## src/rtl/ip_rx_pkg.sv

```systemverilog
// Shared state encoding, header offsets and constants for the IPv4 receive parser.
package ip_rx_pkg;

  typedef enum logic [2:0] {IDLE, WAIT, HEAD, CHK, WORK, REST, DROP, DONE} state_e;

  localparam int unsigned OFF_VER    = 0;
  localparam int unsigned OFF_LEN_HI = 2;
  localparam int unsigned OFF_LEN_LO = 3;
  localparam int unsigned OFF_PROTO  = 9;
  localparam int unsigned OFF_SRC    = 12;
  localparam int unsigned OFF_DST    = 16;

  localparam logic [7:0]  MIN_HLEN = 8'h14;
  localparam logic [7:0]  MIN_DLEN = 8'h2E;
  localparam logic [3:0]  IPV4     = 4'h4;
  localparam logic [31:0] BCAST_IP = 32'hFFFF_FFFF;

  // Ones'-complement add with end-around carry.
  function automatic logic [15:0] csum_add(input logic [15:0] a, input logic [15:0] b);
    logic [16:0] s;
    s = {1'b0, a} + {1'b0, b};
    return s[15:0] + {15'd0, s[16]};
  endfunction

endpackage

```

## src/rtl/ip_csum16.sv

```systemverilog
// Running 16-bit ones'-complement sum over a byte stream; a halfword is folded in on each
// odd-offset byte.
module ip_csum16 import ip_rx_pkg::*; (
  input  logic        clk,
  input  logic        rst,
  input  logic        clr,
  input  logic        byte_en,
  input  logic [7:0]  byte_val,
  output logic [15:0] sum
);

  logic       odd;
  logic [7:0] hi;

  always_ff @(posedge clk or posedge rst) begin
    if (rst) begin
      odd <= 1'b0;
      hi  <= 8'h00;
      sum <= 16'h0000;
    end else if (clr) begin
      odd <= 1'b0;
      hi  <= 8'h00;
      sum <= 16'h0000;
    end else if (byte_en) begin
      odd <= ~odd;
      if (!odd) hi <= byte_val;
      else      sum <= csum_add(sum, {hi, byte_val});
    end
  end

endmodule

```

## src/rtl/ip_rx_demux.sv

```systemverilog
// IPv4 receive parser: validates the header, filters on destination IP and hands the payload to
// one of NCH protocol channels. Define IP_RX_CSUM_EN to enable header checksum checking.
module ip_rx_demux import ip_rx_pkg::*; #(
  parameter int unsigned      NCH       = 2,
  parameter logic [NCH*8-1:0] PROTO_TAB = {8'h11, 8'h01},  // ch0 = ICMP, ch1 = UDP
  parameter int unsigned      CNT_W     = 16
) (
  input  logic             clk,
  input  logic             rst,
  input  logic             fs,
  output logic             fd,
  input  logic [7:0]       rxd,
  input  logic             rxd_en,
  input  logic [31:0]      local_ip,
  output logic [NCH-1:0]   fs_mode,
  input  logic [NCH-1:0]   fd_mode,
  output logic [7:0]       mode_rxd,
  output logic             mode_en,
  output logic [CNT_W-1:0] data_len,
  output logic [7:0]       ip_mode,
  output logic [31:0]      src_ip_addr,
  output logic [31:0]      det_ip_addr,
  output logic             drop,
  output logic [15:0]      drop_cnt
);

  localparam int unsigned SEL_W = (NCH > 1) ? $clog2(NCH) : 1;

  state_e           state, state_nxt;
  logic [CNT_W-1:0] cnt;
  logic [3:0]       ver, ihl;
  logic [15:0]      total_len;
  logic [SEL_W-1:0] sel, hit_sel;
  logic [5:0]       hlen, hlen_end;
  logic [15:0]      dlen_calc;
  logic             hit, csum_ok, accept, abort, drop_evt, fwd, head_last, work_last;

  assign hlen      = {ihl, 2'b00};
  // A short IHL still consumes a minimum header so the frame always terminates.
  assign hlen_end  = (ihl < 4'd5) ? 6'(MIN_HLEN) : hlen;
  assign head_last = rxd_en && (cnt == CNT_W'(hlen_end) - CNT_W'(1));
  assign work_last = rxd_en && (cnt == data_len - CNT_W'(1));
  assign dlen_calc = total_len - {10'd0, hlen};

  always_comb begin
    hit     = 1'b0;
    hit_sel = '0;
    for (int i = int'(NCH) - 1; i >= 0; i--) begin
      if (ip_mode == PROTO_TAB[8*i +: 8]) begin
        hit     = 1'b1;
        hit_sel = SEL_W'(i);
      end
    end
  end

`ifdef IP_RX_CSUM_EN
  logic [15:0] csum;

  ip_csum16 u_csum (
    .clk      (clk),
    .rst      (rst),
    .clr      (state == WAIT),
    .byte_en  ((state == HEAD) && rxd_en),
    .byte_val (rxd),
    .sum      (csum)
  );

  assign csum_ok = (csum == 16'hFFFF);
`else
  assign csum_ok = 1'b1;
`endif

  assign accept = (ver == IPV4) && (ihl >= 4'd5) && (total_len >= {10'd0, hlen}) &&
                  ((det_ip_addr == local_ip) || (det_ip_addr == BCAST_IP)) && hit && csum_ok;

  assign abort    = !fs && (state inside {HEAD, CHK, WORK});
  assign drop_evt = abort || ((state == CHK) && fs && !accept);
  assign fwd      = (state == WORK) && fs && rxd_en;

  always_ff @(posedge clk or posedge rst) begin
    if (rst) state <= IDLE;
    else     state <= state_nxt;
  end

  always_comb begin
    state_nxt = state;
    case (state)
      IDLE: state_nxt = WAIT;
      WAIT: if (fs) state_nxt = HEAD;
      HEAD: begin
        if (!fs)           state_nxt = WAIT;
        else if (head_last) state_nxt = CHK;
      end
      CHK: begin
        if (!fs)                    state_nxt = WAIT;
        else if (!accept)           state_nxt = DROP;
        else if (dlen_calc == '0)   state_nxt = REST;
        else                        state_nxt = WORK;
      end
      WORK: begin
        if (!fs)           state_nxt = WAIT;
        else if (work_last) state_nxt = REST;
      end
      REST: if (fd_mode[sel]) state_nxt = DONE;
      DROP: state_nxt = DONE;
      DONE: if (!fs) state_nxt = WAIT;
      default: state_nxt = IDLE;
    endcase
  end

  always_comb begin
    fd      = (state == DONE);
    fs_mode = '0;
    if (state inside {WORK, REST}) fs_mode[sel] = 1'b1;
  end

  always_ff @(posedge clk or posedge rst) begin
    if (rst) begin
      cnt         <= '0;
      ver         <= 4'h0;
      ihl         <= 4'h0;
      total_len   <= 16'h0000;
      ip_mode     <= 8'h00;
      src_ip_addr <= 32'h0;
      det_ip_addr <= 32'h0;
      sel         <= '0;
      data_len    <= CNT_W'(MIN_DLEN);
      mode_rxd    <= 8'h00;
      mode_en     <= 1'b0;
      drop        <= 1'b0;
      drop_cnt    <= 16'h0000;
    end else begin
      mode_en  <= fwd;
      mode_rxd <= fwd ? rxd : 8'h00;
      drop     <= drop_evt;
      if (drop_evt && (drop_cnt != 16'hFFFF)) drop_cnt <= drop_cnt + 16'd1;

      if (state inside {WAIT, CHK})                  cnt <= '0;
      else if (rxd_en && (state inside {HEAD, WORK})) cnt <= cnt + CNT_W'(1);

      if ((state == HEAD) && rxd_en) begin
        if (cnt == CNT_W'(OFF_VER))    {ver, ihl}       <= rxd;
        if (cnt == CNT_W'(OFF_LEN_HI)) total_len[15:8] <= rxd;
        if (cnt == CNT_W'(OFF_LEN_LO)) total_len[7:0]  <= rxd;
        if (cnt == CNT_W'(OFF_PROTO))  ip_mode         <= rxd;
        if ((cnt >= CNT_W'(OFF_SRC)) && (cnt < CNT_W'(OFF_SRC + 4)))
          src_ip_addr <= {src_ip_addr[23:0], rxd};
        if ((cnt >= CNT_W'(OFF_DST)) && (cnt < CNT_W'(OFF_DST + 4)))
          det_ip_addr <= {det_ip_addr[23:0], rxd};
      end

      if ((state == CHK) && fs && accept) begin
        sel      <= hit_sel;
        data_len <= CNT_W'(dlen_calc);
      end
    end
  end

endmodule

```

## config.mk

```make
export PLATFORM = sky130hd
export DESIGN_NAME = ip_rx_demux
export DESIGN_NICKNAME = d
export VERILOG_FILES = /design/src/rtl/ip_rx_pkg.sv /design/src/rtl/ip_csum16.sv /design/src/rtl/ip_rx_demux.sv
export SDC_FILE = /design/constraint.sdc
export NUM_CORES = 1
export LEC_CHECK = 0
export ABC_CLOCK_PERIOD_IN_PS = 6800
export BUFFER_PORTS_ARGS = -buffer_cell sky130_fd_sc_hd__buf_4
export CAP_MARGIN = 20
export CORE_MARGIN = 4
export CORE_UTILIZATION = 30
export DETAILED_ROUTE_END_ITERATION = 7
export PLACE_DENSITY_LB_ADDON = 0.3
export SLEW_MARGIN = 20
export SYNTH_ARGS = -nofsm -noshare
export SYNTH_HDL_FRONTEND = slang
export SYNTH_SLANG_ARGS = --single-unit
```

## constraint.sdc

```tcl
create_clock -name clk -period 6.8 [get_ports clk]
set_input_delay 1.36 -clock clk [delete_from_list [all_inputs] [get_ports clk]]
set_output_delay 1.36 -clock clk [all_outputs]
set_load 0.05 [all_outputs]
```

==> results of run 1 <==
## how the worst min path moves through the flow
stage                           startpoint                          end  cells after the start
6_report       src_ip_addr[25]$_DFFE_PP0P_  src_ip_addr[25]$_DFFE_PP0P_                      1
3_3_place_gp   src_ip_addr[26]$_DFFE_PP0P_  src_ip_addr[26]$_DFFE_PP0P_                      1
5_1_grt        src_ip_addr[27]$_DFFE_PP0P_  src_ip_addr[27]$_DFFE_PP0P_                      1
3_5_place_dp            ver[2]$_DFFE_PP0P_           ver[2]$_DFFE_PP0P_                      1
2_1_floorplan           ver[2]$_DFFE_PP0P_           ver[2]$_DFFE_PP0P_                      1
4_1_cts        src_ip_addr[28]$_DFFE_PP0P_  src_ip_addr[28]$_DFFE_PP0P_                      1
## layer usage
metal | up-vias | GRT usage [%] | part of all wire (%)
li1 | 2810 | - | -
met1 | 3011 | 19.7 | 46
met2 | 106 | 23.6 | 49
met3 | 9 | 3.93 | 4.7
met4 | 0 | 3.01 | 0.55
met5 | - | 0 | 0
## layout by cell type, fill, tap and decap left out, types with 3 or more instances in the layout
master and instances:
nor2_1 37, nor3_1 12, dfstp_2 4, xnor2_1 35, o22ai_1 3, clkbuf_16 17, nand3_1 20, ha_1 11
bufinv_16 4, inv_1 18, nor4_1 23, a31oi_1 3, nand4_1 26, mux2_4 10, o21ai_0 12, o2111ai_1 4
nor3b_1 4, mux2_2 100, or4_1 4, a21oi_1 15, dfrtp_1 154, nor3_2 3, mux2i_1 8, or3_1 8
nand2_1 25, buf_4 166, nor2b_1 3, xor2_1 61, a211oi_1 3, and3_1 8, nor4b_1 4, and2_1 10
or2_2 6, inv_6 6
## final cells by class
type                            instances  area (µm²)  share of cell area (%)
Clock buffer                           18         439                    4.27
Clock inverter                         14         220                    2.14
Sequential cell                       158        3960                    38.5
Tap cell                              335         419                    4.07
Timing Repair Buffer                  166        1250                    12.1
Multi-Input combinational cell        489        3930                    38.2
Inverter                               19        76.3                   0.742
## report_power, final
| part | switching (mW) | total, mW | internal, mW |
|---|---|---|---|
| sequential | 0.127 | 1.15 | 1.02 |
| clock | 0.420 | 1.06 | 0.640 |
| combinational | 0.494 | 0.836 | 0.342 |
| total | 1.04 | 3.05 | 2.00 |
## worst max-delay path: stages
cell	delay, ns
buf_4	0.11
nor3b_1	0.25
nand4_1	0.17
or4_4	0.50
nor4b_4	0.27
buf_4	0.46
mux2_2	0.39
## state kept, by name (all words and copies together), names as in the netlist, 3 cells and up
name	flops
det_ip_addr	32
src_ip_addr	32
cnt	16
data_len	16
drop_cnt	16
total_len	16
ip_mode	8
mode_rxd	8
ihl	4
ver	4
state	3
## metrics by stage
stage / setup WS, ns / area, µm² / std cells
after CTS: 3.58 / 10300 / 1199
after global placement: 3.17 / 9630 / 1167
after detailed placement: 3.14 / 9630 / 1167
final: 3.58 / 10300 / 1199
after global routing: 3.37 / 10300 / 1199
after floorplan: 1.18 / 8100 / 693
## cell families (layout without fill, tap and decap cells)
kind of cell	after synthesis	count (layout)	synth area share, %
mux	118	118	16.8
xor+xnor	96	96	10.4
fa+ha+maj	12	12	1.95
buf+inv	46	217	2.63
flops	158	158	48.9
simple gates	211	211	15.3
compound gates	52	52	4.13
==> flow_metrics.env, run 1 <==
export IMPL_worstSetupPathType="input port to flop"
export IMPL_netlist_area_mm2=0.00810
export IMPL_crit_required_ns=7.10
export IMPL_irDropWorstVdd_mv=0.276
export IMPL_cts_root_buf="clkbuf_16"
export IMPL_clock_sinks=158
export IMPL_synth_edf_count=0
export IMPL_fin_util_pct=39.1
export IMPL_setup_viol=0
export IMPL_ios=163
export IMPL_drt_wl_total_mm=21.9
export IMPL_coreArea_mm2=0.0263
export IMPL_layout_min_cycle_time_ns=3.22
export IMPL_viasPerCell=4.95
export IMPL_cp_startpoint="rxd_en"
export IMPL_postCtsSetupRepairBufs=0
export IMPL_whs_ns=0.511
export IMPL_hold_viol=0
export IMPL_syn_num_nets=751
export IMPL_cts_hold_buf=0
export IMPL_cts_resized=0
export IMPL_end_kind="flop"
export IMPL_fp_dieArea_mm2=0.0297
export IMPL_holdCritPathClass="flop to flop"
export IMPL_power_mw=3.05
export IMPL_clkTransAtPathRegs_ns=0.07
export IMPL_htreeDepth=4
export IMPL_synth_ff_type="dfrtp_1"
export IMPL_die_w_um=172
export IMPL_worst_setup_path_start_kind="input port"
export IMPL_hpwl_mm=16.1
export IMPL_setup_worst_path_end="det_ip_addr[15]$_DFFE_PP0P_"
export IMPL_synth_top_area_share_pct=47.6
export IMPL_drive_above_1_share_pct=38.7
export IMPL_fillers=2587
export IMPL_critPathMaxFanout=32
export IMPL_leakagePower_nw=5.01
export IMPL_row_count=59
export IMPL_yosysMostFrequentCell="dfrtp_1"
export IMPL_synth_seq_cells=158
export IMPL_vias=5936
export IMPL_grt_ovfl_total=0
export IMPL_place_congestion=0.875
export IMPL_status="completed"
export IMPL_grt_total_usage_pct=14.5
export IMPL_power_density_mw_per_mm2=296
export IMPL_max_freq_mhz=311
export IMPL_clk_path_buf_depth=2
export IMPL_netlist_instances=693
export IMPL_finalClockSkew_ns=0.0146
export IMPL_yosysSeqAreaShare_pct=48.9
export IMPL_setup_tns_ns=0
export IMPL_critPathArrivalTime_ns=3.52
export IMPL_grt_max_degree=98
export IMPL_ant_nets=0
export IMPL_async_reset_ff_share_pct=100
export IMPL_synth_top_area_cell="dfrtp_1"
export IMPL_rr_endpoint="drop_cnt[1]$_DFFE_PP0P_"
export IMPL_rsz0062_at_grt="no"
export IMPL_antenna_cells=0
export IMPL_syn2layout_area_growth_pct=27.1
export IMPL_period_share_pct=47.3
export IMPL_r2r_start="ihl[0]$_DFFE_PP0P_"
export IMPL_drt_pre_antenna_iters=4
export IMPL_final_max_slew_viol_count=0
export IMPL_cts_tree="built"
export IMPL_clk_latency_ns=0.43
export IMPL_yosysWarningCount=0
export IMPL_relSlewSlack_pct=39.6
export IMPL_reg2regPathDepth=7
export IMPL_cap_viol_max_count=0
export IMPL_cts_buffers=17
export IMPL_detail_route_wl_per_cell_um=18.3
export IMPL_r2r_slack_ns=3.76
export IMPL_ys_types=60
export IMPL_grt_pass1_vias=5979
export IMPL_worst_pin_slew_ns=0.905
export IMPL_antenna_found_initial=0
export IMPL_drtIter0Drc=290
export IMPL_die_h_um=172
export IMPL_grt_pass1_wl_mm=34.0
export IMPL_synth_common_cells="dfrtp_1, mux2_2, xor2_1, nor2_1, xnor2_1"
export IMPL_layout_nets=909
export IMPL_avgSynthCellArea_um2=11.7
export IMPL_route_detailed_drc=0
export IMPL_initial_core_util_pct=30.8
export IMPL_synth_area_leaders="dfrtp_1, mux2_2, xor2_1"
export IMPL_portBuffers=162
(Power assumes the default switching activity.)
==> inputs of run 2 (changes only) <==
--- a/config.mk
+++ b/config.mk
@@ -5,7 +5,8 @@
 export SDC_FILE = /design/constraint.sdc
 export NUM_CORES = 1
 export LEC_CHECK = 0
-export ABC_CLOCK_PERIOD_IN_PS = 6800
+export ABC_AREA = 1
+export ABC_CLOCK_PERIOD_IN_PS = 3000
 export BUFFER_PORTS_ARGS = -buffer_cell sky130_fd_sc_hd__buf_4
 export CAP_MARGIN = 20
 export CORE_MARGIN = 4
==> constraint.sdc (replaced) <==
create_clock -name clk -period 3 [get_ports clk]
set_input_delay 0.6 -clock clk [delete_from_list [all_inputs] [get_ports clk]]
set_output_delay 0.6 -clock clk [all_outputs]
set_load 0.05 [all_outputs]
==> run 2 against run 1 <==
Net effect: first-iteration DRC count grew 60%; critical path type is now flop to flop; combinational power increased to 2.9 times the previous value; synthesized cell count up 50%; sequential cell count stayed put; register-to-register slack worse by 3.4 ns; cell area up 4.5%; critical endpoint is now state[0]$_DFFE_PP0P_; largest cell class is now multi-input gates; clock skew fell by 0.0029 ns; highest routed layer unchanged; routed wire length up 9.2%; clock-buffer cell count is 1 lower; non-clock buffer count grew 4; sequential power rose by 120%.
==> flow_metrics.env, run 2 <==
export IMPL_route_detailed_drc=0
export IMPL_sw_frac_of_total_pct=39.6
export IMPL_setup_tns_ns=0
export IMPL_synth_seq_cells=158
export IMPL_avgSynthCellArea_um2=8.27
export IMPL_row_count=61
export IMPL_power_mw=6.97
export IMPL_cap_viol_max_count=0
export IMPL_final_max_slew_viol_count=0
export IMPL_p_clk_share_pct=29.4
export IMPL_worst_setup_path_start_kind="flop"
export IMPL_grt_max_degree=159
export IMPL_switching_power_mw=2.76
export IMPL_critPathMaxFanout=5
export IMPL_yosysWarningCount=0
export IMPL_cts_buffers=17
export IMPL_place_congestion=0.856
export IMPL_cp_slowest_stage_delay_ns=0.43
export IMPL_instances_no_fill=1593
export IMPL_critPathArrivalTime_ns=2.97
export IMPL_netlist_area_mm2=0.00859
export IMPL_dp_cells=1562
export IMPL_timing_critical_path_cells="nor2_1 -> o21ai_0 -> nand2_1 -> inv_1 -> ha_1 -> nand2_1 -> nand3_1 -> nor3_1 -> nand2_1 -> nor2_1 -> nand4_1 -> a21boi_1 -> nand2_1 -> nor2_1 -> nand2_1 -> nand2_1"
export IMPL_hpwl_mm=17.7
export IMPL_synth_common_cells="nand2_1, dfrtp_1, inv_1, nor2_1, nand3_1"
export IMPL_status="completed"
export IMPL_syn2layout_area_growth_pct=25.2
export IMPL_power_density_mw_per_mm2=649
export IMPL_yosysMostFrequentCell="nand2_1"
export IMPL_portBuffers=162
export IMPL_die_w_um=177
export IMPL_max_freq_mhz=383
export IMPL_viasPerCell=4.62
export IMPL_synth_area_leaders="dfrtp_1, nand2_1, mux2_2"
export IMPL_clock_sinks=158
export IMPL_irDropWorstVdd_mv=0.456
export IMPL_postCtsSetupRepairBufs=0
export IMPL_setup_viol=0
export IMPL_grt_ovfl_total=0
export IMPL_clkTransAtPathRegs_ns=0.07
export IMPL_cts_resized=0
export IMPL_clk_latency_ns=0.43
export IMPL_crit_top_cell="nand2_1"
export IMPL_drive_above_1_share_pct=23.7
export IMPL_regArea_mm2=0.00396
export IMPL_syn_num_nets=1097
export IMPL_crit_slowest_cell="dfrtp_1"
export IMPL_seq_power_share_pct=36.3
export IMPL_p_comb_share_pct=34.3
export IMPL_cts_root_buf="clkbuf_16"
export IMPL_final_common_cell="nand2_1"
export IMPL_period_share_pct=87.0
export IMPL_async_reset_ff_share_pct=100
export IMPL_leakagePower_nw=5.39
export IMPL_ant_nets=0
export IMPL_antenna_found_initial=0
export IMPL_synth_top_area_cell="dfrtp_1"
export IMPL_initial_core_util_pct=30.7
export IMPL_die_h_um=177
export IMPL_fillers=2904
export IMPL_detail_route_wl_per_cell_um=15.0
export IMPL_cts_hold_buf=0
export IMPL_multi_input_area_mm2=0.00409
export IMPL_ios=163
export IMPL_drt_wl_total_mm=23.9
export IMPL_antenna_cells=0
export IMPL_finalClockSkew_ns=0.0117
export IMPL_grt_total_usage_pct=15.5
export IMPL_layout_common_cells="nand2_1, buf_4, dfrtp_1, inv_1, nor2_1"
export IMPL_clk_path_buf_depth=2
export IMPL_worstSetupPathType="flop to flop"
export IMPL_layout_min_cycle_time_ns=2.61
export IMPL_relSlewSlack_pct=41.1
export IMPL_drtIter0Drc=463
export IMPL_vias=7366
export IMPL_yosysSeqAreaShare_pct=46.1
export IMPL_holdCritPathClass="input port to async pin"
export IMPL_grt_pass1_vias=7205
export IMPL_hold_viol=0
export IMPL_crit_required_ns=3.36
export IMPL_worst_pin_slew_ns=0.883
export IMPL_synth_ff_type="dfrtp_1"
export IMPL_intPower_mw=4.21
export IMPL_grt_pass1_wl_mm=38.6
export IMPL_netlist_instances=1039
export IMPL_layout_nets=1261
export IMPL_ys_types=41
export IMPL_synth_top_area_share_pct=44.9
export IMPL_coreArea_mm2=0.0280
export IMPL_fp_dieArea_mm2=0.0314
export IMPL_rsz0062_at_grt="no"
export IMPL_end_kind="flop"
export IMPL_cts_tree="built"
export IMPL_drt_pre_antenna_iters=5
export IMPL_synth_edf_count=0
export IMPL_htreeDepth=4
export IMPL_top_regs="det_ip_addr: 32 flops, src_ip_addr: 32 flops"
-- run 2: cell count changes in the layout (fill, tap and decap cells not counted), moves of 9 or more --
cell	delta
nor3_1	+9
and2_1	-9
nor2_1	+59
mux2_4	-10
xor2_1	-42
nand2_1	+269
nor2_2	+9
nand3b_1	+11
o21ai_1	+27
o21ai_0	+35
mux2_2	-55
nor4_1	-18
inv_1	+80
nand3_1	+37
-- run 2: layer usage --
layer	part of all wire (%)	GRT usage [%]
met1	46	21.0
met5	0	0
met3	5.2	3.42
met2	47	25.1
met4	1.3	4.29
-- run 2: kinds of logic after synthesis --
family / share of synthesized area, %
AO/OA/AOI/OAI: 6.21
adder cells (fa/ha/maj): 1.84
multiplexers: 5.90
XOR/XNOR: 6.22
AND/OR/NAND/NOR: 27.5
flip-flops: 46.1
buffers and inverters: 6.28
-- run 2: worst max-delay path: cells and delay by family (launching register included) --
family          cells  cell delay [ns]
simple gates       12             1.17
fa+ha+maj           1             0.24
buf+inv             1             0.09
flops               1             0.43
compound gates      2             0.62
-- run 2: worst paths after layout --
check | startpoint | endpoint | slack, ns | cells past startpoint
worst max-delay path | ihl[1]$_DFFE_PP0P_ | state[0]$_DFFE_PP0P_ | 0.39 | 16
worst min-delay path | rst | data_len[6]$_DFFE_PP0P_ | 0.43 | 3
worst max register to register | ihl[1]$_DFFE_PP0P_ | state[0]$_DFFE_PP0P_ | 0.39 | 16
worst min register to register | ver[1]$_DFFE_PP0P_ | ver[1]$_DFFE_PP0P_ | 0.49 | 2
max in group asynchronous | rst | drop_cnt[15]$_DFFE_PP0P_ | 1.91 | 3
min in group clk | ver[1]$_DFFE_PP0P_ | ver[1]$_DFFE_PP0P_ | 0.49 | 2
-- run 2: power by group through the flow --
stage	Sequential, mW	Clock, mW	Combinational, mW
floorplan	2.68	0	1.65
global placement	2.56	0	2.33
detailed placement	2.56	0	2.35
CTS	2.53	2.11	2.37
global route	2.56	2.19	2.69
finish	2.53	2.05	2.39
-- run 2: area by class of cell --
type                            instances  area share, %
Clock buffer                           17           3.96
Clock inverter                         14           1.14
Inverter                              103           3.63
Multi-Input combinational cell        753           38.1
Sequential cell                       158           36.8
Tap cell                              378           4.40
Timing Repair Buffer                  170           12.0
-- run 2: through the flow --
stage | util [%] | worst slack, ns | area [µm²] | hold WS, ns
floorplan | - | 0.402 | 8590 | 0.459
global placement | 36.4 | 0.571 | 10200 | 0.473
detailed placement | 36.4 | 0.501 | 10200 | 0.480
CTS | 38.4 | 0.470 | 10800 | 0.477
global route | 38.4 | 0.0919 | 10800 | 0.499
finish | 38.4 | 0.390 | 10800 | 0.426
